File: src/rtl/control_pkg.sv
// Shared opcode, ALUOp and forward-select encodings plus the
// packed control bundle carried down the control pipeline.
package control_pkg;

   localparam logic [6:0] OP_R      = 7'b0110011;
   localparam logic [6:0] OP_IALU   = 7'b0010011;
   localparam logic [6:0] OP_LOAD   = 7'b0000011;
   localparam logic [6:0] OP_STORE  = 7'b0100011;
   localparam logic [6:0] OP_BRANCH = 7'b1100011;
   localparam logic [6:0] OP_JALR   = 7'b1100111;
   localparam logic [6:0] OP_JAL    = 7'b1101111;

   localparam logic [1:0] ALU_R   = 2'd0;
   localparam logic [1:0] ALU_I   = 2'd1;
   localparam logic [1:0] ALU_BR  = 2'd2;
   localparam logic [1:0] ALU_OTH = 2'd3;

   localparam logic [1:0] FWD_RF  = 2'd0;
   localparam logic [1:0] FWD_WB  = 2'd1;
   localparam logic [1:0] FWD_MEM = 2'd2;

   typedef struct packed {
      logic [1:0] alu_op;
      logic       alu_src;
      logic       branch;
      logic       jal;
      logic       jalr;
      logic       mem_read;
      logic       mem_write;
      logic       reg_write;
      logic       mem_to_reg;
   } ctrl_t;

   localparam ctrl_t CTRL_NOP = '0;

endpackage

File: src/rtl/control_pipe_if.sv
// ID-side instruction inputs, hazard inputs and the staged
// control outputs of control_pipe, bundled as one interface.
interface control_pipe_if #(
   parameter int REG_AW = 5
);
   logic [31:0]       Instr_i;
   logic              Valid_i;
   logic              Flush_i;
   logic              MemReady_i;
   logic              Stall_o;
   logic              Illegal_o;
   logic [1:0]        ALUOp_o;
   logic              ALUSrc_o;
   logic              Branch_o;
   logic              Jal_o;
   logic              Jalr_o;
   logic              MemRead_o;
   logic              MemWrite_o;
   logic              RegWrite_o;
   logic              MemtoReg_o;
   logic [REG_AW-1:0] WbRd_o;
   logic [1:0]        ForwardA_o;
   logic [1:0]        ForwardB_o;

   modport master (
      output Instr_i, Valid_i, Flush_i, MemReady_i,
      input  Stall_o, Illegal_o, ALUOp_o, ALUSrc_o,
      input  Branch_o, Jal_o, Jalr_o, MemRead_o,
      input  MemWrite_o, RegWrite_o, MemtoReg_o,
      input  WbRd_o, ForwardA_o, ForwardB_o
   );

   modport slave (
      input  Instr_i, Valid_i, Flush_i, MemReady_i,
      output Stall_o, Illegal_o, ALUOp_o, ALUSrc_o,
      output Branch_o, Jal_o, Jalr_o, MemRead_o,
      output MemWrite_o, RegWrite_o, MemtoReg_o,
      output WbRd_o, ForwardA_o, ForwardB_o
   );

endinterface

File: src/rtl/control_dec.sv
// Combinational RV32I opcode decoder: control bundle,
// illegal flag and rs1/rs2 use flags.
module control_dec
   import control_pkg::*;
(
   input  logic [6:0] opcode_i,
   output ctrl_t      ctrl_o,
   output logic       illegal_o,
   output logic       use_rs1_o,
   output logic       use_rs2_o
);

   always_comb begin
      ctrl_o    = CTRL_NOP;
      illegal_o = 1'b0;
      use_rs1_o = 1'b0;
      use_rs2_o = 1'b0;
      unique case (1'b1)
         (opcode_i == OP_R): begin
            ctrl_o.alu_op    = ALU_R;
            ctrl_o.reg_write = 1'b1;
            use_rs1_o        = 1'b1;
            use_rs2_o        = 1'b1;
         end
         (opcode_i == OP_IALU): begin
            ctrl_o.alu_op    = ALU_I;
            ctrl_o.alu_src   = 1'b1;
            ctrl_o.reg_write = 1'b1;
            use_rs1_o        = 1'b1;
         end
         (opcode_i == OP_LOAD): begin
            ctrl_o.alu_op     = ALU_OTH;
            ctrl_o.alu_src    = 1'b1;
            ctrl_o.mem_read   = 1'b1;
            ctrl_o.reg_write  = 1'b1;
            ctrl_o.mem_to_reg = 1'b1;
            use_rs1_o         = 1'b1;
         end
         (opcode_i == OP_STORE): begin
            ctrl_o.alu_op    = ALU_OTH;
            ctrl_o.alu_src   = 1'b1;
            ctrl_o.mem_write = 1'b1;
            use_rs1_o        = 1'b1;
            use_rs2_o        = 1'b1;
         end
         (opcode_i == OP_BRANCH): begin
            ctrl_o.alu_op = ALU_BR;
            ctrl_o.branch = 1'b1;
            use_rs1_o     = 1'b1;
            use_rs2_o     = 1'b1;
         end
         (opcode_i == OP_JALR): begin
            ctrl_o.alu_op    = ALU_OTH;
            ctrl_o.alu_src   = 1'b1;
            ctrl_o.jalr      = 1'b1;
            ctrl_o.reg_write = 1'b1;
            use_rs1_o        = 1'b1;
         end
         (opcode_i == OP_JAL): begin
            ctrl_o.alu_op    = ALU_OTH;
            ctrl_o.jal       = 1'b1;
            ctrl_o.reg_write = 1'b1;
         end
         default: illegal_o = 1'b1;
      endcase
   end

endmodule

File: src/rtl/control_pipe.sv
// Pipelined control unit: ID decode, EX/MEM/WB control stages, hazards.
// Define CONTROL_PIPE_FWD_EN for EX forwarding; otherwise ID stalls on RAW.
module control_pipe
   import control_pkg::*;
#(
   parameter int REG_AW  = 5,
   parameter bit X0_ZERO = 1'b1
) (
   input  logic           clk_i,
   input  logic           rst_i,
   control_pipe_if.slave  bus
);

   typedef logic [REG_AW-1:0] reg_t;

   typedef struct packed {
      logic  valid;
      ctrl_t ctrl;
      reg_t  rd;
      reg_t  rs1;
      reg_t  rs2;
      logic  use1;
      logic  use2;
   } ex_t;

   typedef struct packed {
      logic  valid;
      ctrl_t ctrl;
      reg_t  rd;
   } st_t;

   ex_t ex_q, ex_d;
   st_t mem_q, mem_d;
   st_t wb_q, wb_d;

   ctrl_t id_ctrl;
   logic  id_illegal;
   logic  id_use1;
   logic  id_use2;
   logic  id_valid;
   reg_t  id_rd;
   reg_t  id_rs1;
   reg_t  id_rs2;
   logic  freeze;
   logic  hazard;

   control_dec u_dec (
      .opcode_i  (bus.Instr_i[6:0]),
      .ctrl_o    (id_ctrl),
      .illegal_o (id_illegal),
      .use_rs1_o (id_use1),
      .use_rs2_o (id_use2)
   );

   assign id_rd    = bus.Instr_i[7 +: REG_AW];
   assign id_rs1   = bus.Instr_i[15 +: REG_AW];
   assign id_rs2   = bus.Instr_i[20 +: REG_AW];
   assign id_valid = bus.Valid_i & ~id_illegal;

   // rd==x0 never counts as a real write when X0_ZERO is set
   function automatic logic writes(
      input logic v, input ctrl_t c, input reg_t rd
   );
      return v && c.reg_write && !(X0_ZERO && rd == '0);
   endfunction

   function automatic logic hit(
      input logic v, input ctrl_t c, input reg_t rd,
      input reg_t src
   );
      return writes(v, c, rd) && (rd == src);
   endfunction

   assign freeze = mem_q.valid
                 & (mem_q.ctrl.mem_read | mem_q.ctrl.mem_write)
                 & ~bus.MemReady_i;

`ifdef CONTROL_PIPE_FWD_EN
   function automatic logic [1:0] fsel(
      input logic u, input reg_t src,
      input st_t m, input st_t w
   );
      if (!u)
         return FWD_RF;
      if (hit(m.valid, m.ctrl, m.rd, src))
         return FWD_MEM;
      if (hit(w.valid, w.ctrl, w.rd, src))
         return FWD_WB;
      return FWD_RF;
   endfunction

   logic ld_use;

   always_comb begin
      ld_use = 1'b0;
      if (id_valid && ex_q.valid && ex_q.ctrl.mem_read)
         ld_use =
            (id_use1 && hit(1'b1, ex_q.ctrl, ex_q.rd, id_rs1)) ||
            (id_use2 && hit(1'b1, ex_q.ctrl, ex_q.rd, id_rs2));
   end

   assign hazard = ld_use;

   assign bus.ForwardA_o = ex_q.valid
      ? fsel(ex_q.use1, ex_q.rs1, mem_q, wb_q) : FWD_RF;
   assign bus.ForwardB_o = ex_q.valid
      ? fsel(ex_q.use2, ex_q.rs2, mem_q, wb_q) : FWD_RF;
`else
   logic raw1;
   logic raw2;
   logic unused_ex;

   // WB is absent: the regfile writes before it is read
   always_comb begin
      raw1 = id_use1 && (
         hit(ex_q.valid, ex_q.ctrl, ex_q.rd, id_rs1) ||
         hit(mem_q.valid, mem_q.ctrl, mem_q.rd, id_rs1));
      raw2 = id_use2 && (
         hit(ex_q.valid, ex_q.ctrl, ex_q.rd, id_rs2) ||
         hit(mem_q.valid, mem_q.ctrl, mem_q.rd, id_rs2));
   end

   assign hazard    = id_valid & (raw1 | raw2);
   assign unused_ex = ^{ex_q.rs1, ex_q.rs2, ex_q.use1, ex_q.use2};

   assign bus.ForwardA_o = FWD_RF;
   assign bus.ForwardB_o = FWD_RF;
`endif

   assign bus.Stall_o   = freeze | (hazard & ~bus.Flush_i);
   assign bus.Illegal_o = bus.Valid_i & id_illegal;

   always_comb begin
      ex_d  = ex_q;
      mem_d = mem_q;
      wb_d  = wb_q;
      if (!freeze) begin
         wb_d  = mem_q;
         mem_d = '{valid: ex_q.valid, ctrl: ex_q.ctrl,
                   rd: ex_q.rd};
         ex_d  = '{valid: id_valid,
                   ctrl:  id_valid ? id_ctrl : CTRL_NOP,
                   rd:    id_rd,
                   rs1:   id_rs1,
                   rs2:   id_rs2,
                   use1:  id_use1,
                   use2:  id_use2};
         if (bus.Flush_i || hazard)
            ex_d = '0;
      end
   end

   always_ff @(posedge clk_i) begin
      if (rst_i) begin
         ex_q  <= '0;
         mem_q <= '0;
         wb_q  <= '0;
      end else begin
         ex_q  <= ex_d;
         mem_q <= mem_d;
         wb_q  <= wb_d;
      end
   end

   ctrl_t ex_c;
   ctrl_t mem_c;
   ctrl_t wb_c;

   assign ex_c  = ex_q.valid  ? ex_q.ctrl  : CTRL_NOP;
   assign mem_c = mem_q.valid ? mem_q.ctrl : CTRL_NOP;
   assign wb_c  = wb_q.valid  ? wb_q.ctrl  : CTRL_NOP;

   assign bus.ALUOp_o    = ex_c.alu_op;
   assign bus.ALUSrc_o   = ex_c.alu_src;
   assign bus.Branch_o   = ex_c.branch;
   assign bus.Jal_o      = ex_c.jal;
   assign bus.Jalr_o     = ex_c.jalr;
   assign bus.MemRead_o  = mem_c.mem_read;
   assign bus.MemWrite_o = mem_c.mem_write;
   assign bus.RegWrite_o = writes(wb_q.valid, wb_q.ctrl, wb_q.rd);
   assign bus.MemtoReg_o = wb_c.mem_to_reg;
   assign bus.WbRd_o     = wb_q.valid ? wb_q.rd : '0;

   logic unused_instr;
   assign unused_instr = ^{bus.Instr_i[31:25], bus.Instr_i[14:12],
                           wb_c.alu_op, wb_c.alu_src, wb_c.branch,
                           wb_c.jal, wb_c.jalr, wb_c.mem_read,
                           wb_c.mem_write, wb_c.reg_write,
                           mem_c.alu_op, mem_c.alu_src, mem_c.branch,
                           mem_c.jal, mem_c.jalr, mem_c.reg_write,
                           mem_c.mem_to_reg, ex_c.mem_read,
                           ex_c.mem_write, ex_c.reg_write,
                           ex_c.mem_to_reg};

endmodule

File: src/flat_wrapper.sv
// flat-port wrapper written by rule: the top's interface ports become plain ports
module control_pipe_flat import control_pkg::*;
#(
   parameter int REG_AW  = 5,
   parameter bit X0_ZERO = 1'b1
)
  (clk_i, rst_i, bus_Instr_i, bus_Valid_i, bus_Flush_i, bus_MemReady_i, bus_Stall_o, bus_Illegal_o, bus_ALUOp_o, bus_ALUSrc_o, bus_Branch_o, bus_Jal_o, bus_Jalr_o, bus_MemRead_o, bus_MemWrite_o, bus_RegWrite_o, bus_MemtoReg_o, bus_WbRd_o, bus_ForwardA_o, bus_ForwardB_o);
  control_pipe_if #(.REG_AW(REG_AW)) bus_i ();
  input  logic clk_i;
  input  logic rst_i;
  input wire logic [$bits(bus_i.Instr_i)-1:0] bus_Instr_i;
  input wire logic [$bits(bus_i.Valid_i)-1:0] bus_Valid_i;
  input wire logic [$bits(bus_i.Flush_i)-1:0] bus_Flush_i;
  input wire logic [$bits(bus_i.MemReady_i)-1:0] bus_MemReady_i;
  output wire logic [$bits(bus_i.Stall_o)-1:0] bus_Stall_o;
  output wire logic [$bits(bus_i.Illegal_o)-1:0] bus_Illegal_o;
  output wire logic [$bits(bus_i.ALUOp_o)-1:0] bus_ALUOp_o;
  output wire logic [$bits(bus_i.ALUSrc_o)-1:0] bus_ALUSrc_o;
  output wire logic [$bits(bus_i.Branch_o)-1:0] bus_Branch_o;
  output wire logic [$bits(bus_i.Jal_o)-1:0] bus_Jal_o;
  output wire logic [$bits(bus_i.Jalr_o)-1:0] bus_Jalr_o;
  output wire logic [$bits(bus_i.MemRead_o)-1:0] bus_MemRead_o;
  output wire logic [$bits(bus_i.MemWrite_o)-1:0] bus_MemWrite_o;
  output wire logic [$bits(bus_i.RegWrite_o)-1:0] bus_RegWrite_o;
  output wire logic [$bits(bus_i.MemtoReg_o)-1:0] bus_MemtoReg_o;
  output wire logic [$bits(bus_i.WbRd_o)-1:0] bus_WbRd_o;
  output wire logic [$bits(bus_i.ForwardA_o)-1:0] bus_ForwardA_o;
  output wire logic [$bits(bus_i.ForwardB_o)-1:0] bus_ForwardB_o;
  assign bus_i.Instr_i = bus_Instr_i;
  assign bus_i.Valid_i = bus_Valid_i;
  assign bus_i.Flush_i = bus_Flush_i;
  assign bus_i.MemReady_i = bus_MemReady_i;
  assign bus_Stall_o = bus_i.Stall_o;
  assign bus_Illegal_o = bus_i.Illegal_o;
  assign bus_ALUOp_o = bus_i.ALUOp_o;
  assign bus_ALUSrc_o = bus_i.ALUSrc_o;
  assign bus_Branch_o = bus_i.Branch_o;
  assign bus_Jal_o = bus_i.Jal_o;
  assign bus_Jalr_o = bus_i.Jalr_o;
  assign bus_MemRead_o = bus_i.MemRead_o;
  assign bus_MemWrite_o = bus_i.MemWrite_o;
  assign bus_RegWrite_o = bus_i.RegWrite_o;
  assign bus_MemtoReg_o = bus_i.MemtoReg_o;
  assign bus_WbRd_o = bus_i.WbRd_o;
  assign bus_ForwardA_o = bus_i.ForwardA_o;
  assign bus_ForwardB_o = bus_i.ForwardB_o;
  control_pipe #(.REG_AW(REG_AW), .X0_ZERO(X0_ZERO)) u_core (.clk_i(clk_i), .rst_i(rst_i), .bus(bus_i));
endmodule
File: config.mk
export PLATFORM = sky130hd
export DESIGN_NAME = control_pipe_flat
export DESIGN_NICKNAME = d
export VERILOG_FILES = /design/src/rtl/control_pkg.sv /design/src/rtl/control_pipe_if.sv /design/src/rtl/control_dec.sv /design/src/rtl/control_pipe.sv /design/src/flat_wrapper.sv
export SDC_FILE = /design/constraint.sdc
export NUM_CORES = 1
export LEC_CHECK = 0
export CAP_MARGIN = 0
export CELL_PAD_IN_SITES_DETAIL_PLACEMENT = 1
export CELL_PAD_IN_SITES_GLOBAL_PLACEMENT = 1
export CORE_ASPECT_RATIO = 2
export CORE_MARGIN = 2
export CORE_UTILIZATION = 34
export CTS_CLUSTER_DIAMETER = 120
export DETAILED_ROUTE_END_ITERATION = 12
export GPL_TIMING_DRIVEN = 0
export PLACE_DENSITY = 0.9
export SYNTH_ARGS = -nofsm -noshare
export SYNTH_HDL_FRONTEND = slang
export SYNTH_SLANG_ARGS = --single-unit
File: constraint.sdc
create_clock -name clk_i -period 2.5 [get_ports clk_i]
set_input_delay 0.375 -clock clk_i [delete_from_list [all_inputs] [get_ports clk_i]]
set_output_delay 0.375 -clock clk_i [all_outputs]
set_load 0.01 [all_outputs]
== Word level (Yosys, flattened, before mapping) ==
Index checks and enable logic that the tools add are counted.

* Latch bits: 0
* Memory bits (read-only): 0
* Memory bits (writable): 0
* Bits in registers: 34
* Output and inout port bits: 21
* Word-level logic and storage cells: 87
* Memories: 0

* Bitwise logic cells: 11
* $add $sub $neg: 0
* Reduce and logical (&&, ||, !) cells: 27
* Order comparisons: 0
* Shift-type cells: 0
* Mux-type cells: 17
* Divide/modulo/power cells: 0
* Multipliers: 0
* Equality and inequality tests: 11

{| class="wikitable"
|+ Operators by type and width
! operator !! number
|-
| 28-bit 2-to-1 mux || 1
|-
| 7-bit == test, second input constant || 3
|-
| 5-bit == test || 4
|-
| 10-bit 2-to-1 mux || 2
|-
| 5-bit logical NOT || 3
|-
| 7-bit by 6-bit == test with 1-bit output, second input constant || 2
|-
| 1-bit logical AND || 12
|-
| 1-bit 2-to-1 mux || 11
|-
| 4-bit OR reduction || 2
|-
| 7-bit by 2-bit == test with 1-bit output, second input constant || 1
|-
| 7-bit by 5-bit == test with 1-bit output, second input constant || 1
|-
| 7-bit OR reduction || 1
|-
| 1-bit bitwise AND || 6
|-
| 2-bit case mux with 3 select lines || 1
|-
| 6-bit OR reduction || 1
|-
| 5-bit 2-to-1 mux || 1
|-
| 5-bit OR reduction || 1
|-
| 4-bit 2-to-1 mux || 1
|-
| 1-bit logical NOT || 3
|-
| 1-bit logical OR || 3
|-
| 1-bit bitwise OR || 3
|-
| 3-bit OR reduction || 1
|-
| 1-bit NOT || 2
|}

== Depth between registers and ports, before layout ==
Gate-level depths: netlist of run 1.

* Word-level depth: 10
* Mapped depth: 6

== By module ==
A second synthesis of run 1 with hierarchy kept.

* Cells, all modules: 202
* Area total of the unflattened synthesis: 1751.7 µm²

{| class="wikitable"
|+ Modules (own cells, without submodules)
! module !! cells an instance !! area each (µm²) !! sequential area each (µm²) !! times used
|-
| control_pipe || 176 || 1567.8 || 680.7 || 1
|-
| control_dec || 26 || 183.9 || 0.0 || 1
|}

== Worst setup path before layout of run 1 ==
OpenSTA, ideal clock, no wires.

* Kind: input to output
* From: in bus_Instr_i[2]
* To: out bus_Stall_o
* Arrival: 1.851 ns
* Cell stages on the path: 6
* Path slack: 0.274 ns
* Path through: and4bb_2 -> a21boi_1 -> nor2_1 -> o32a_2 -> a21oi_4 -> a21o_1

* Word-level cells in the longest chain between the ends: 8
* Elaborated cells between the ends (all ways): 19
* Classes of those cells: eq/ne: 7; mux: 2; bitwise: 5; reduce/logical: 5

{| class="wikitable"
|+ Ends and longest elaborated chain
! element !! RTL line !! text
|-
| start, declared || flat_wrapper.sv:11 || <nowiki>input wire logic [$bits(bus_i.Instr_i)-1:0] bus_Instr_i;</nowiki>
|-
| 7-bit by 6-bit == test with 1-bit output (tied with other cells) || control_dec.sv:19 || <nowiki>(opcode_i == OP_R): begin</nowiki>
|-
| 6-bit OR reduction (no line) or 3-bit OR reduction (tied branches) || -- ||
|-
| 1-bit 2-to-1 mux || control_dec.sv:18 || <nowiki>unique case (1'b1)</nowiki>
|-
| 1-bit logical AND (on tied branches) || control_pipe.sv:115, control_pipe.sv:118 ||
|-
| 1-bit bitwise OR || control_pipe.sv:123 || <nowiki>assign hazard = id_valid & (raw1 | raw2);</nowiki>
|-
| 1-bit bitwise AND (*) || control_pipe.sv:123 ||
|-
| 1-bit bitwise AND (*) || control_pipe.sv:130 || <nowiki>assign bus.Stall_o = freeze | (hazard & ~bus.Flush_i);</nowiki>
|-
| 1-bit bitwise OR (*) || control_pipe.sv:130 ||
|-
| end, declared || flat_wrapper.sv:15 || <nowiki>output wire logic [$bits(bus_i.Stall_o)-1:0] bus_Stall_o;</nowiki>
|}

Every way passes the cells marked *; elsewhere a longest branch is shown, timed or not.

== Worst setup path after layout of run 1 ==
* From: reg u_core.mem_q[1] (netlist name)
* To: out bus_Stall_o

* Word-level cells in the longest chain between the ends: 10
* Elaborated cells between the ends (all ways): 15
* Classes of those cells: eq/ne: 2; bitwise: 4; reduce/logical: 9

{| class="wikitable"
|+ Ends and longest elaborated chain
! element !! RTL line !! text
|-
| start, declared || control_pipe.sv:33 || <nowiki>st_t mem_q, mem_d;</nowiki>
|-
| start signal, assigned || control_pipe.sv:160 || <nowiki>mem_q <= mem_d;</nowiki>
|-
| 5-bit logical NOT || control_pipe.sv:64 || <nowiki>return v && c.reg_write && !(X0_ZERO && rd == '0);</nowiki>
|-
| 1-bit logical NOT || control_pipe.sv:64 ||
|-
| 1-bit logical AND || control_pipe.sv:64 ||
|-
| 1-bit logical AND || control_pipe.sv:71 || <nowiki>return writes(v, c, rd) && (rd == src);</nowiki>
|-
| 1-bit logical OR (on tied branches) || control_pipe.sv:116, control_pipe.sv:119 ||
|-
| 1-bit logical AND (on tied branches) || control_pipe.sv:115, control_pipe.sv:118 ||
|-
| 1-bit bitwise OR (*) || control_pipe.sv:123 ||
|-
| 1-bit bitwise AND (*) || control_pipe.sv:123 ||
|-
| 1-bit bitwise AND (*) || control_pipe.sv:130 ||
|-
| 1-bit bitwise OR (*) || control_pipe.sv:130 ||
|}

Marked as above.

==> flow_summary.rst, run 1 <==
.. list-table::
   :header-rows: 1

   * - Metric
     - Value
   * - Post-route cell area
     - 2690 um2
   * - Area taken by flip-flops and latches
     - 653 um2
   * - Drt drc
     - 0
   * - Overflow left after global routing
     - 0
   * - Maximum operating frequency
     - 401 MHz
   * - Post-layout total power
     - 0.00119 W
   * - Data required time at the worst endpoint
     - 2.12 ns
   * - Number of cells on the worst reg-to-reg path
     - 8
   * - Number of port buffers
     - 42
   * - CTS HTree Levels
     - 2
   * - Routability cong.
     - 0.837
   * - Worst Setup Slack, final
     - 0.00693 ns
   * - Maximum cell stage delay along the critical path
     - 0.53 ns
   * - Number of filler cells placed in the layout
     - 663
   * - Vertical die dimension
     - 109 um
   * - Initial drt markers
     - 40
   * - Ratio of routed vias to standard cells
     - 5.51
   * - Post-route non-filler standard cell count
     - 348
   * - Share of flip-flops with an asynchronous set or reset after synthesis
     - 0
   * - Final worst clock skew
     - 0.00388 ns
   * - Area taken by multi-input logic gates
     - 1280 um2
   * - Largest cells by area after synthesis
     - dfxtp_1 (34%), nand2_1 (7.8%), o41ai_2 (6.1%)
   * - Final Setup Violations
     - 0
   * - Total net switching power
     - 0.000306 W
   * - Count of distinct cell types in the synthesized netlist
     - 40
   * - TritonCTS clock tree
     - yes
   * - DR WL/cell
     - 19.4 um
   * - Std cell rows
     - 38
   * - Maximum Capacitance Violations
     - 0
   * - X dimension of the die
     - 56.4 um
   * - Leak Pwr
     - 1.01 nW
   * - Router iterations before antenna repair
     - 4
   * - Area enclosed by the die boundary
     - 6130 um2
   * - Clock period minus worst slack
     - 2.49 ns
   * - Destination of the critical timing path
     - bus_Stall_o
   * - Initial core utilization
     - 0.347
   * - Fraction of synthesized cell area taken by the top area cell type
     - 0.343
   * - Count of flip-flops with a built-in enable after synthesis
     - 0
   * - Final Max Tran Viols
     - 0
   * - Buffer and inverter count on the worst path
     - 2
   * - Kind of critical path
     - reg2out
   * - Proportion of power drawn by combinational gates
     - 0.133
   * - Layout net count
     - 324
   * - Via total after detailed routing
     - 1917
   * - Worst skew pair latency
     - 0.29 ns
   * - Register bit total from synthesis
     - 32
   * - R2R Path Start
     - u_core.mem_q[1]
   * - Cell types with the highest counts after synthesis
     - nand2_1 (39), dfxtp_1 (32), a21oi_1 (22)
   * - Startpoint class of the critical path
     - flop
   * - Share of total power consumed by net switching
     - 0.257
   * - Final hold violations
     - 0
   * - Final routed wirelength across all metal layers
     - 6.74 mm
   * - Largest net degree at the start of global routing
     - 12
   * - Cell area after placement
     - 2370 um2
   * - Worst Path Arrival
     - 2.12 ns
   * - Clock slew at reported path FFs
     - 0.07 ns
   * - Cells along the critical path
     - or4_4, o211ai_4, buf_4, o32a_4, a21oi_4, a21o_1, buf_2
   * - Post-synth top area cell
     - dfxtp_1
   * - Count of antenna diodes in the layout
     - 0
   * - Clock buffer count from CTS
     - 5
   * - Final Hold Slack
     - 0.462 ns
   * - RSZ-0062 raised after global routing
     - true
   * - Total GRT Usage
     - 0.227
   * - Run status
     - finished clean
   * - Normalized max-slew margin
     - 0.611
   * - Boundary pin count
     - 58
   * - Worst min-delay path startpoint
     - u_core.wb_q[5]
   * - Kind of path behind the tightest hold check
     - reg2reg
   * - Core outline area
     - 5370 um2
   * - CTS max path bufs
     - 2
   * - Critical Path Stages
     - 7
   * - Share of cells above drive strength 1
     - 0.215
   * - Worst voltage drop across the vdd grid
     - 0.276 mV
   * - Critical path's slowest cell
     - or4_4
   * - Antenna violations before repair
     - 0
   * - Synthesis warning total
     - 0
   * - Flop pwr share
     - 0.444
   * - Maximum net fanout on the critical path
     - 4
   * - Root cell of the clock tree
     - clkbuf_8
   * - Final worst path period share
     - 0.997
   * - Clock group share of total power
     - 0.424
   * - # placed instances
     - 329
   * - Power Dens Cells
     - 443 nW/um2
   * - Count of nets left with antenna violations after detail routing
     - 0
   * - Register-to-register setup slack
     - 0.17 ns
   * - Syn Inst Count
     - 224
   * - Vias in the first global route
     - 2112
   * - Internal power summed over all cells
     - 0.000886 W
   * - Transition time of the tightest slew-check pin
     - 0.583 ns
   * - Syn Area/Cell
     - 8.33 um2
   * - Post-Synthesis Cell Area
     - 1870 um2
   * - Layout-stage area growth over the synthesis result
     - 44.2%
   * - Wire length of the first global-routing pass
     - 10.5 mm
   * - Clock Sink Count
     - 32
   * - Cell type group with the largest total delay on the critical path
     - compound AO/OA/AOI/OAI gates
   * - Origin of the worst setup path
     - u_core.mem_q[1]
   * - Sum of net half-perimeters after detailed placement
     - 4.54 mm
   * - Setup WS pre-CTS
     - -1.11 ns
   * - Library cell with the highest instance count after synthesis
     - nand2_1
   * - Proportion of synthesized chip area in sequential cells
     - 0.343
   * - Sort of element at the end of the critical path
     - primary output
   * - Endpoint of the worst register-to-register path
     - u_core.ex_q[19]
   * - Top FF cell, synth
     - dfxtp_1
[cells by family after synthesis]
logic type	count (synthesis)	synth area share
flip-flops	32	0.343
AND/OR/NAND/NOR	103	0.299
other	1	0.00201
AO/OA/AOI/OAI	50	0.217
buffers and inverters	18	0.0443
XOR/XNOR	20	0.0939
[worst min path at each step]
stage,cells after the start,end
final,2,u_core.wb_q[5]
after floorplan,2,u_core.wb_q[5]
after CTS,2,u_core.ex_q[21]
after global routing,2,u_core.wb_q[4]
after global placement,2,u_core.wb_q[5]
after detailed placement,2,u_core.ex_q[21]
[tightest hold or removal path, delay by kind of cell, from the launching register on]
family,cells,cell delay (ns)
buffers and inverters,1,0.05
DFF,1,0.31
AOI/OAI and AO/OA,1,0.06
[per-stage QoR]
stage,utilization,TNS [ns]
final,0.501,0
after global routing,0.501,-0.0529
after CTS,0.492,-0.0187
after detailed placement,0.442,-3.26
after global placement,0.442,-1.95
after floorplan,-,0
[timing repair]
item | 4_1_cts | 5_1_grt
gates resized for setup | 39 | 5
cloned | 0 | 0
buffers inserted | 11 | 1
hold buffers | 0 | 0
setup endpoints to repair | 2 | 1
pin swaps | 10 | 3
[flip-flops by register name, summed over array words and instances, names as in the netlist]
| register | flops |
|---|---|
| u_core.ex_q | 15 |
| u_core.mem_q | 9 |
| u_core.wb_q | 8 |
[layout make-up]
| class | count | area share |
|---|---|---|
| clock buffers | 5 | 0.0256 |
| flip-flops and latches | 32 | 0.243 |
| plain buffers | 13 | 0.0242 |
| well taps | 60 | 0.0279 |
| inverters | 4 | 0.00558 |
| multi-input cells | 177 | 0.475 |
| clock inverters | 3 | 0.0158 |
| repair buffers | 54 | 0.183 |
[power groups by stage]
stage | sequential, W | combinational (W) | clock (W)
after floorplan | 0.000536 | 0.0000707 | 0
after global placement | 0.000540 | 0.000134 | 0
after detailed placement | 0.000540 | 0.000139 | 0
after CTS | 0.000527 | 0.000149 | 0.000508
after global routing | 0.000529 | 0.000170 | 0.000531
final | 0.000529 | 0.000158 | 0.000505
[routing by layer]
| metal | global-route usage | wire [um] | vias up |
|---|---|---|---|
| li1 | - | - | 914 |
| met4 | 0.177 | 443 | 0 |
| met5 | 0 | 0 | - |
| met1 | 0.206 | 2280 | 906 |
| met3 | 0.0380 | 243 | 32 |
| met2 | 0.431 | 3780 | 65 |
[cell usage in the layout (no fill, tap or decap), types with 2 or more instances in the layout]
cell type,count
o31ai_1,4
buf_4,16
or3_1,2
dlygate4sd2_1,10
clkbuf_1,6
nor2_1,5
a21o_1,2
and2_1,14
o41ai_2,7
nand4_1,2
a21oi_1,22
o21ai_0,3
dfxtp_4,2
nand3_1,5
conb_1,4
nor2_2,2
dfxtp_2,4
clkbuf_8,5
nand3b_1,13
a31oi_2,2
nand2_1,39
nor3_1,4
buf_1,2
nor3_2,3
xnor2_2,3
xnor2_1,6
nor3b_1,2
dfxtp_1,26
xor2_1,11
inv_1,4
clkdlybuf4s50_1,31
No activity file was read; power rests on OpenSTA's default activity.
==> run 2: changes to the inputs <==
--- a/config.mk
+++ b/config.mk
@@ -10,11 +10,14 @@
 export CELL_PAD_IN_SITES_GLOBAL_PLACEMENT = 1
 export CORE_ASPECT_RATIO = 2
 export CORE_MARGIN = 2
-export CORE_UTILIZATION = 34
+export CORE_UTILIZATION = 35
+export CTS_BUF_LIST = sky130_fd_sc_hd__clkbuf_4 sky130_fd_sc_hd__clkbuf_8
 export CTS_CLUSTER_DIAMETER = 120
 export DETAILED_ROUTE_END_ITERATION = 12
 export GPL_TIMING_DRIVEN = 0
-export PLACE_DENSITY = 0.9
+export PLACE_DENSITY = 0.92
+export REMOVE_ABC_BUFFERS = 1
+export SETUP_SLACK_MARGIN = 0.1
 export SYNTH_ARGS = -nofsm -noshare
 export SYNTH_HDL_FRONTEND = slang
 export SYNTH_SLANG_ARGS = --single-unit
==> flow_summary.rst, run 2 (synthesis results as in run 1) <==
.. list-table::
   :header-rows: 1

   * - Metric
     - Value
   * - Sort of element at the end of the critical path
     - primary output (unchanged)
   * - Share of cells above drive strength 1
     - 0.212 (was 0.215)
   * - Clock period minus worst slack
     - 2.47 ns (was 2.49 ns)
   * - Maximum net fanout on the critical path
     - 6 (was 4)
   * - Router iterations before antenna repair
     - 4 (unchanged)
   * - Final worst path period share
     - 0.987 (was 0.997)
   * - Most common cell after layout, fill and taps aside
     - nand2_1 (unchanged)
   * - Clock buffer count from CTS
     - 5 (unchanged)
   * - Count of antenna diodes in the layout
     - 0 (unchanged)
   * - Run status
     - finished clean (unchanged)
   * - X dimension of the die
     - 55.6 um (was 56.4 um)
   * - Internal power summed over all cells
     - 0.000832 W (was 0.000886 W)
   * - Final routed wirelength across all metal layers
     - 5.82 mm (was 6.74 mm)
   * - Wire length of the first global-routing pass
     - 9.51 mm (was 10.5 mm)
   * - # placed instances
     - 314 (was 329)
   * - Largest net degree at the start of global routing
     - 45 (was 12)
   * - Register containing the most flip-flops in the final layout
     - u_core.ex_q (unchanged)
   * - Worst skew pair latency
     - 0.29 ns (about the same)
   * - Area taken by flip-flops and latches
     - 652 um2 (was 653 um2)
   * - Layout net count
     - 314 (was 324)
   * - Final Setup Violations
     - 0 (unchanged)
   * - Final hold violations
     - 0 (unchanged)
   * - Core outline area
     - 5140 um2 (was 5370 um2)
   * - Flop pwr share
     - 0.471 (was 0.444)
   * - Final Max Tran Viols
     - 0 (unchanged)
   * - Power Dens Cells
     - 429 nW/um2 (was 443 nW/um2)
   * - Drt drc
     - 0 (unchanged)
   * - Maximum operating frequency
     - 405 MHz (was 401 MHz)
   * - Number of port buffers
     - 43 (was 42)
   * - Maximum Capacitance Violations
     - 0 (unchanged)
   * - CTS max path bufs
     - 2 (unchanged)
   * - CTS HTree Levels
     - 2 (unchanged)
   * - Total GRT Usage
     - 0.203 (was 0.227)
   * - RSZ-0062 raised after global routing
     - true (unchanged)
   * - Area taken by multi-input logic gates
     - 1260 um2 (was 1280 um2)
   * - Proportion of power drawn by combinational gates
     - 0.131 (was 0.133)
   * - Max reg flops
     - 15 (unchanged)
   * - Vias in the first global route
     - 1981 (was 2112)
   * - Startpoint class of the critical path
     - input port (was flop)
   * - Leading cell types in the layout, fill and taps excluded
     - nand2_1 (39), clkdlybuf4s50_1 (30), dfxtp_1 (27) (was nand2_1 (39), clkdlybuf4s50_1 (31), dfxtp_1 (26))
   * - Initial core utilization
     - 0.363 (was 0.347)
   * - Via total after detailed routing
     - 1846 (was 1917)
   * - Boundary pin count
     - 58 (unchanged)
   * - Layout-stage area growth over the synthesis result
     - 39.9% (was 44.2%)
   * - Cell area after placement
     - 2310 um2 (was 2370 um2)
   * - Leak Pwr
     - 0.964 nW (was 1.01 nW)
   * - Worst Path Arrival
     - 2.09 ns (was 2.12 ns)
   * - Kind of path behind the tightest hold check
     - reg2reg (unchanged)
   * - Count of hold-fix buffers inserted at cts
     - 0 (unchanged)
   * - Area enclosed by the die boundary
     - 5970 um2 (was 6130 um2)
   * - Share of total power consumed by net switching
     - 0.257 (about the same)
   * - Total net switching power
     - 0.000289 W (was 0.000306 W)
   * - Largest registers ranked by flip-flop count
     - u_core.ex_q x15, u_core.mem_q x9, u_core.wb_q x8 (unchanged)
   * - Data required time at the worst endpoint
     - 2.12 ns (about the same)
   * - Worst voltage drop across the vdd grid
     - 0.329 mV (was 0.276 mV)
   * - Transition time of the tightest slew-check pin
     - 0.880 ns (was 0.583 ns)
   * - Overflow left after global routing
     - 0 (unchanged)
   * - DR WL/cell
     - 17.3 um (was 19.4 um)
   * - Kind of critical path
     - in2out (was reg2out)
   * - Antenna violations before repair
     - 0 (unchanged)
   * - Clock Sink Count
     - 32 (unchanged)
   * - Routability cong.
     - 0.795 (was 0.837)
   * - Clock group share of total power
     - 0.398 (was 0.424)
   * - Final worst clock skew
     - 0.00616 ns (was 0.00388 ns)
   * - Post-route cell area
     - 2610 um2 (was 2690 um2)
   * - Initial drt markers
     - 35 (was 40)
   * - Count of nets left with antenna violations after detail routing
     - 0 (unchanged)
   * - Number of filler cells placed in the layout
     - 616 (was 663)
   * - Normalized max-slew margin
     - 0.410 (was 0.611)
   * - Root cell of the clock tree
     - clkbuf_8 (unchanged)
   * - TritonCTS clock tree
     - yes (unchanged)
   * - Ratio of routed vias to standard cells
     - 5.49 (was 5.51)
   * - Clock slew at reported path FFs
     - 0.06 ns (was 0.07 ns)
   * - Sum of net half-perimeters after detailed placement
     - 3.69 mm (was 4.54 mm)
   * - Post-route non-filler standard cell count
     - 336 (was 348)
   * - Std cell rows
     - 37 (was 38)
   * - Post-layout total power
     - 0.00112 W (was 0.00119 W)
   * - Vertical die dimension
     - 107 um (was 109 um)
==> run 2: cell types whose count changed in the layout (fill, tap and decap cells not counted), sizes merged <==
cell,delta
buf,-3
bufinv,-1
clkbuf,-3
clkdlybuf4s15,+1
clkdlybuf4s50,-1
clkinv,-1
clkinvlp,-1
dlygate4sd2,-2
dlymetal6s2s,+1
==> run 2: worst paths after layout <==
kind	start	endpoint	slack, ns	depth (start not counted)
max	bus_Instr_i[6]	bus_Stall_o	0.03	9
min reg2reg	u_core.wb_q[0]	u_core.wb_q[0]	0.46	2
min	u_core.wb_q[0]	u_core.wb_q[0]	0.46	2
max reg2reg	u_core.mem_q[0]	u_core.ex_q[19]	0.30	8
==> run 2: cell type report <==
| class | instances | share of cell area |
|---|---|---|
| Tap cell | 58 | 0.0278 |
| Multi-Input combinational cell | 177 | 0.481 |
| Inverter | 4 | 0.00575 |
| Clock buffer | 8 | 0.0374 |
| Timing Repair Buffer | 57 | 0.198 |
| Sequential cell | 32 | 0.250 |
==> run 2: critical path: stages <==
cell	delay [ns]
dlygate4sd2_1	0.37
nand3b_1	0.22
nor3_4	0.28
buf_4	0.17
o21ai_2	0.06
o32a_4	0.23
a21oi_4	0.15
a21o_1	0.12
buf_2	0.12
==> run 2: power groups by stage <==
stage / registers (W) / logic, W / clock network [W]
6_report: 0.000528 / 0.000147 / 0.000446
5_1_grt: 0.000528 / 0.000160 / 0.000468
4_1_cts: 0.000528 / 0.000142 / 0.000450
3_5_place_dp: 0.000539 / 0.000130 / 0
3_3_place_gp: 0.000539 / 0.000128 / 0
2_1_floorplan: 0.000536 / 0.0000569 / 0
==> run 2: timing repair <==
action / in CTS / in global routing
endpoints found under the setup margin: 12 / 2
setup buffers: 10 / 4
resized for setup: 42 / 4
endpoints found under the hold margin: 0 / 0
pin swaps: 10 / 6
==> run 2: metrics by stage <==
step | utilization | hold slack (ns) | TNS (ns) | setup WS (ns)
2_1_floorplan | - | 0.421 | 0 | 0.274
3_3_place_gp | 0.450 | 0.440 | -5.12 | -0.936
3_5_place_dp | 0.449 | 0.455 | -5.70 | -0.916
4_1_cts | 0.502 | 0.463 | 0 | 0.0595
5_1_grt | 0.508 | 0.491 | -0.0722 | -0.0722
6_report | 0.508 | 0.461 | 0 | 0.0325
==> run 2: metal layers <==
metal,GRT usage,part of all wire,up-vias
met3,0.0228,0.027,7
li1,-,-,890
met4,0.0958,0.022,0
met5,0,0,-
met1,0.218,0.39,910
met2,0.382,0.57,39
